--- config.mk ---
export PLATFORM = sky130hd
export DESIGN_NAME = traffic_phase_ctrl
export DESIGN_NICKNAME = d
export VERILOG_FILES = /design/src/rtl/traffic_phase_ctrl_pkg.sv /design/src/rtl/traffic_phase_ctrl_timer.sv /design/src/rtl/traffic_phase_ctrl.sv
export SDC_FILE = /design/constraint.sdc
export NUM_CORES = 1
export LEC_CHECK = 0
export CAP_MARGIN = 20
export CORE_ASPECT_RATIO = 0.5
export CORE_MARGIN = 5
export CORE_UTILIZATION = 40
export CTS_BUF_LIST = sky130_fd_sc_hd__clkbuf_4
export CTS_CLUSTER_DIAMETER = 80
export DETAILED_ROUTE_END_ITERATION = 16
export GPL_TIMING_DRIVEN = 0
export MAX_ROUTING_LAYER = met4
export PLACE_DENSITY = 0.72
export REMOVE_ABC_BUFFERS = 1
export SKIP_CTS_REPAIR_TIMING = 1
export SLEW_MARGIN = 20
export SYNTH_ARGS = -nofsm -noshare
export SYNTH_HDL_FRONTEND = slang
export SYNTH_HIERARCHICAL = 1
export SYNTH_SLANG_ARGS = --single-unit
export TNS_END_PERCENT = 50
--- constraint.sdc ---
create_clock -name clk -period 3.3 [get_ports clk]
set_input_delay 0.66 -clock clk [delete_from_list [all_inputs] [get_ports clk]]
set_output_delay 0.66 -clock clk [all_outputs]
set_load 0.01 [all_outputs]
--- src/rtl/traffic_phase_ctrl_pkg.sv ---
`default_nettype none
// ============================================================================
// Module  : traffic_phase_ctrl_pkg
// Purpose : Shared phase encodings, lamp codes and decode helpers for the
//           two-road traffic phase sequencer.
// Ports   : none (package)
// Rev     : 1.0  initial release
// ============================================================================
package traffic_phase_ctrl_pkg;

  typedef enum logic [2:0] {
    ALLRED_NS = 3'd0,
    NS_GREEN  = 3'd1,
    NS_YELLOW = 3'd2,
    ALLRED_EW = 3'd3,
    EW_GREEN  = 3'd4,
    EW_YELLOW = 3'd5,
    NIGHT     = 3'd6
  } phase_e;

  // Lamp codes are {R,Y,G}
  localparam logic [2:0] L_RED = 3'b100;
  localparam logic [2:0] L_YEL = 3'b010;
  localparam logic [2:0] L_GRN = 3'b001;
  localparam logic [2:0] L_OFF = 3'b000;

  // Day-cycle successor; NIGHT is left through ALLRED_NS by the FSM itself.
  function automatic phase_e next_phase(input phase_e s);
    phase_e n;
    case (s)
      ALLRED_NS: n = NS_GREEN;
      NS_GREEN:  n = NS_YELLOW;
      NS_YELLOW: n = ALLRED_EW;
      ALLRED_EW: n = EW_GREEN;
      EW_GREEN:  n = EW_YELLOW;
      default:   n = ALLRED_NS;
    endcase
    return n;
  endfunction

  // Returns {ns_lights, ew_lights}
  function automatic logic [5:0] lamps_for(input phase_e s, input logic flash);
    logic [5:0] l;
    case (s)
      NS_GREEN:  l = {L_GRN, L_RED};
      NS_YELLOW: l = {L_YEL, L_RED};
      EW_GREEN:  l = {L_RED, L_GRN};
      EW_YELLOW: l = {L_RED, L_YEL};
      NIGHT:     l = flash ? {L_YEL, L_YEL} : {L_OFF, L_OFF};
      default:   l = {L_RED, L_RED};
    endcase
    return l;
  endfunction

endpackage
`default_nettype wire

--- src/rtl/traffic_phase_ctrl_timer.sv ---
`default_nettype none
// ============================================================================
// Module  : traffic_phase_ctrl_timer
// Purpose : 7-bit phase down-counter. load has priority over dec; dec at
//           zero holds at zero so the count can never wrap.
// Ports   : clk, rst_n      clock / async active-low reset
//           load, load_val  synchronous load of a new count
//           dec             decrement by one
//           count           current count (seconds left minus 1)
//           zero            count == 0
// Rev     : 1.0  initial release
// ============================================================================
module traffic_phase_ctrl_timer #(
  parameter logic [6:0] RESET_VAL = 7'd0
) (
  input  logic       clk,
  input  logic       rst_n,
  input  logic       load,
  input  logic [6:0] load_val,
  input  logic       dec,
  output logic [6:0] count,
  output logic       zero
);

  always_ff @(posedge clk or negedge rst_n) begin
    if (!rst_n)
      count <= RESET_VAL;
    else if (load)
      count <= load_val;
    else if (dec && (count != 7'd0))
      count <= count - 7'd1;
  end

  assign zero = (count == 7'd0);

endmodule
`default_nettype wire

--- src/rtl/traffic_phase_ctrl.sv ---
`default_nettype none
// ============================================================================
// Module  : traffic_phase_ctrl
// Purpose : Two-road traffic phase sequencer with pedestrian walk service and
//           flashing-yellow night mode. Advances only on en & sec_tick.
// Ports   : clk, rst_n      clock / async active-low reset
//           en              run enable (0 freezes everything but ped latch)
//           sec_tick        one-clk pulse per second
//           ped_req         pedestrian request, latched
//           night_mode      request flashing-yellow mode
//           ns_lights       NS lamps {R,Y,G}
//           ew_lights       EW lamps {R,Y,G}
//           ped_walk        walk lamp
//           phase           current phase encoding
//           remaining       seconds left in phase minus 1
//           phase_done      one-clk pulse after each phase transition
// Rev     : 1.0  initial release
// ============================================================================
module traffic_phase_ctrl
  import traffic_phase_ctrl_pkg::*;
#(
  parameter int unsigned pGREEN_NS = 20,
  parameter int unsigned pGREEN_EW = 15,
  parameter int unsigned pYELLOW   = 3,
  parameter int unsigned pALL_RED  = 1,
  parameter int unsigned pPED_WALK = 8,
  parameter int unsigned pPED_MIN  = 5
) (
  input  logic       clk,
  input  logic       rst_n,
  input  logic       en,
  input  logic       sec_tick,
  input  logic       ped_req,
  input  logic       night_mode,
  output logic [2:0] ns_lights,
  output logic [2:0] ew_lights,
  output logic       ped_walk,
  output logic [2:0] phase,
  output logic [6:0] remaining,
  output logic       phase_done
);

  localparam logic [6:0] GREEN_NS_M1 = 7'(pGREEN_NS - 1);
  localparam logic [6:0] GREEN_EW_M1 = 7'(pGREEN_EW - 1);
  localparam logic [6:0] YELLOW_M1   = 7'(pYELLOW - 1);
  localparam logic [6:0] ALL_RED_M1  = 7'(pALL_RED - 1);
  localparam logic [6:0] PED_WALK_M1 = 7'(pPED_WALK - 1);
  localparam logic [6:0] PED_MIN     = 7'(pPED_MIN);

  function automatic logic [6:0] dur_m1(input phase_e s);
    logic [6:0] d;
    case (s)
      NS_GREEN:             d = GREEN_NS_M1;
      EW_GREEN:             d = GREEN_EW_M1;
      NS_YELLOW, EW_YELLOW: d = YELLOW_M1;
      ALLRED_NS, ALLRED_EW: d = ALL_RED_M1;
      default:              d = 7'd0;
    endcase
    return d;
  endfunction

  phase_e     state, next_state, succ;
  logic       flash, next_flash;
  logic       ped_pending, next_pending;
  logic       next_walk, next_done;
  logic       tick, pend, is_green;
  logic       load, dec, zero;
  logic [6:0] load_val, count;

  traffic_phase_ctrl_timer #(
    .RESET_VAL (ALL_RED_M1)
  ) u_timer (
    .clk      (clk),
    .rst_n    (rst_n),
    .load     (load),
    .load_val (load_val),
    .dec      (dec),
    .count    (count),
    .zero     (zero)
  );

  assign tick     = en & sec_tick;
  assign pend     = ped_pending | ped_req;
  assign is_green = (state == NS_GREEN) || (state == EW_GREEN);
  assign succ     = next_phase(state);

  always_comb begin
    next_state   = state;
    next_flash   = flash;
    next_walk    = ped_walk;
    next_pending = ped_pending | ped_req;   // latching runs even when frozen
    next_done    = 1'b0;
    load         = 1'b0;
    load_val     = 7'd0;
    dec          = 1'b0;
    if (tick) begin
      if (state == NIGHT) begin
        if (!night_mode) begin
          next_state = ALLRED_NS;
          load       = 1'b1;
          load_val   = ALL_RED_M1;
          next_flash = 1'b0;
          next_done  = 1'b1;
        end else begin
          next_flash = ~flash;
        end
      end else if (zero) begin
        next_done = 1'b1;
        next_walk = 1'b0;
        load      = 1'b1;
        if (night_mode) begin
          next_state = NIGHT;
          load_val   = 7'd0;
        end else begin
          next_state = succ;
          load_val   = dur_m1(succ);
          // A pending request turns the coming all-red into a walk phase
          // and is consumed by it, including a same-cycle request.
          if (((succ == ALLRED_NS) || (succ == ALLRED_EW)) && pend) begin
            load_val     = PED_WALK_M1;
            next_walk    = 1'b1;
            next_pending = 1'b0;
          end
        end
      end else if (is_green && pend && (count > PED_MIN)) begin
        load     = 1'b1;
        load_val = PED_MIN;
      end else begin
        dec = 1'b1;
      end
    end
  end

  always_ff @(posedge clk or negedge rst_n) begin
    if (!rst_n) begin
      state       <= ALLRED_NS;
      flash       <= 1'b0;
      ped_pending <= 1'b0;
      ped_walk    <= 1'b0;
      phase_done  <= 1'b0;
      ns_lights   <= L_RED;
      ew_lights   <= L_RED;
    end else begin
      state                  <= next_state;
      flash                  <= next_flash;
      ped_pending            <= next_pending;
      ped_walk               <= next_walk;
      phase_done             <= next_done;
      {ns_lights, ew_lights} <= lamps_for(next_state, next_flash);
    end
  end

  assign phase     = state;
  assign remaining = count;

endmodule
`default_nettype wire

==> results.ini <==
[setup_path]
r2r_start = u_timer/count[1]
r2r_slack_ns = 0.20
cp.arrival_ns = 3.35
ff2ff_path_depth = 8
crit_required_ns = 3.55
worstReg2RegEnd = ew_lights[1]
crit_type = register to register
cp-start-kind = register
cp_max_fo = 10
cp-end-kind = register

[finish]
layout_common_cells = clkdlybuf4s50_1, dfrtp_1, nand2_1
area.sequential_um2 = 503
fillers = 287
multiInputGateArea_um2 = 727
final_cell_count_no_fill = 206
diodes = 0
final_nets = 174
layout_commonest_cell = clkdlybuf4s50_1
drive_gt1_share_pct = 9.64
area_growth_pct = 24.0
final_cell_area_um2 = 1590

[timing]
worst_slew_pin_slew_ns = 0.914
hold_viol_final = 0
period_share_pct = 93.9
fin_skew_ns = 0.00412
relSlewSlack_pct = 38.9
max_freq_mhz = 323
setup_viol = 0
rsz0062_at_grt = false
finalCriticalPeriod_ns = 3.10
slew_viol_final = 0

[drt]
finalWirelength_um = 2930
via_per_inst = 5.71
drt-pass1-iter-count = 4
drc = 0
wl_per_cell_um = 14.2
drt_iter0_drc = 48
routed-via-count = 1176
antenna_left = 0

[yosys]
ys_async_sr_fraction_pct = 100
synth_top_area_share_pct = 35.2
ys.flop_type = dfrtp_1
ys_ff_latch = 20
synth-seq-area-share_pct = 39.3
synth-edff-count = 0
syn_area_um2 = 1280
syn_avg_cell_area_um2 = 8.94
synth.area.top_cells = dfrtp_1, a21oi_1, dfstp_2
ys_warn_count = 6
ys_types = 51
synth_cells = 143
yosys.area.top_type = dfrtp_1

[floorplan]
io-pin-count = 24
initial_utilization_pct = 42.2
die_area_um2 = 4500
coreArea_um2 = 3030
die_h_um = 50.0
die_x_um = 90.0
rows = 14

[min_path]
holdPathEnd = ped_walk
hp-class = register to register
whs_path_depth = 1
worstHoldStart = ped_walk

[global_route]
grt.overflow.total = 0
grt_pass1_vias = 1017
grtUsageMet1_pct = 17.6
grt_most_used_layer = met2
grt_max_degree = 21
grt_pass1_wl_um = 4890
antenna_found_initial = 0
grtUsageTotal_pct = 13.4
grt.met2_usage_pct = 20.9
gr-usage-met3_pct = 3.80

[placement]
gp_congestion = 0.795
port_buffers = 23
place_area_um2 = 1530
detailed_place_hpwl_um = 2110
dp_cells = 202

[outcome]
status = finished clean

[power]
power_density_nw_per_um2 = 832
leakage_uw = 0.000615
peakVddDrop_uv = 481

[clock_network]
clk_path_buf_depth = 2
cts.clk_slew.worst_paths_ns = 0.12
htreeDepth = 1
tritoncts = yes
insertion_delay_ns = 0.31
clock_sinks = 20
cts_root_buf = clkbuf_4
cts_made_buffers = 3

[job]
drv_cap = 0

-- cells by family after synthesis --
group	after synthesis	share of synthesized area [%]
AND/OR/NAND/NOR	62	27.7
AO/OA/AOI/OAI	45	25.0
flip-flops	20	39.3
buffers and inverters	11	4.11
multiplexers	3	2.54
adder cells (fa/ha/maj)	1	0.978
other	1	0.293
-- flip-flops by register name, summed over array words and instances, names as in the netlist --
signal,flops
ped_walk,1
ped_pending,1
ns_lights,3
flash,1
phase_done,1
phase,3
ew_lights,3
u_timer/count,7
-- metal layers --
layer  routed length [um]  part of all wire, %
met1                 1410                   48
met2                 1370                   47
met3                  148                  5.0
met4                    7                 0.24
met5                    0                    0
-- cell type report --
class                           instances  share of cell area, %
Tap cell                               40                   3.16
Inverter                                6                   1.42
Multi-Input combinational cell        113                   45.9
Timing Repair Buffer                   23                   14.5
Clock inverter                          1                   1.89
Clock buffer                            3                   1.42
Sequential cell                        20                   31.7
-- stage by stage --
| stage | TNS (ns) | hold WS, ns | utilization (%) | total power, uW | worst slack, ns |
|---|---|---|---|---|---|
| floorplan | 0 | 0.364 | - | 848 | 0.720 |
| detailed placement | -0.0868 | 0.487 | 50.6 | 1120 | -0.0868 |
| finish | 0 | 0.508 | 52.3 | 1320 | 0.201 |
| global route | 0 | 0.563 | 52.3 | 1420 | 0.0307 |
| global placement | -0.00538 | 0.483 | 50.6 | 1100 | -0.00538 |
| CTS | 0 | 0.516 | 52.3 | 1330 | 0.231 |
-- Yosys cell counts (all sizes together) (3+ instances only) --
cell    number
or2          4
nor2         9
o21ai        7
nor3         8
nor2b        7
a21oi       11
nand2b       4
inv          6
buf          4
o31ai        3
nor4         3
nand3        3
dfrtp       18
nor3b        3
nand2       12
-- worst max-delay path, cell delays in order, from the launching register on --
cell and delay (ns):
dfrtp_1 0.47, inv_1 0.13, ha_1 0.29, or3b_2 0.51, nor2_1 0.58, and3_4 0.35
mux2i_1 0.35, o21ai_1 0.17, o2bb2ai_1 0.18
-- worst max path at each step --
| stage | start | end | depth (start not counted) |
|---|---|---|---|
| after detailed placement | ped_req | u_timer/count[3] | 8 |
| after global placement | ped_req | u_timer/count[3] | 8 |
| after floorplan | ped_req | u_timer/count[3] | 7 |
| after CTS | ped_req | u_timer/count[3] | 8 |
| after global routing | u_timer/count[1] | ns_lights[1] | 8 |
| final | u_timer/count[1] | ew_lights[1] | 8 |
-- where the power goes --
group,leakage (uW),internal [uW],switching [uW]
Combinational,0.000343,324,324
Clock,0.0000279,123,82.7
Sequential,0.000244,334,131
Total,0.000615,781,538
(Power assumes the default switching activity.)
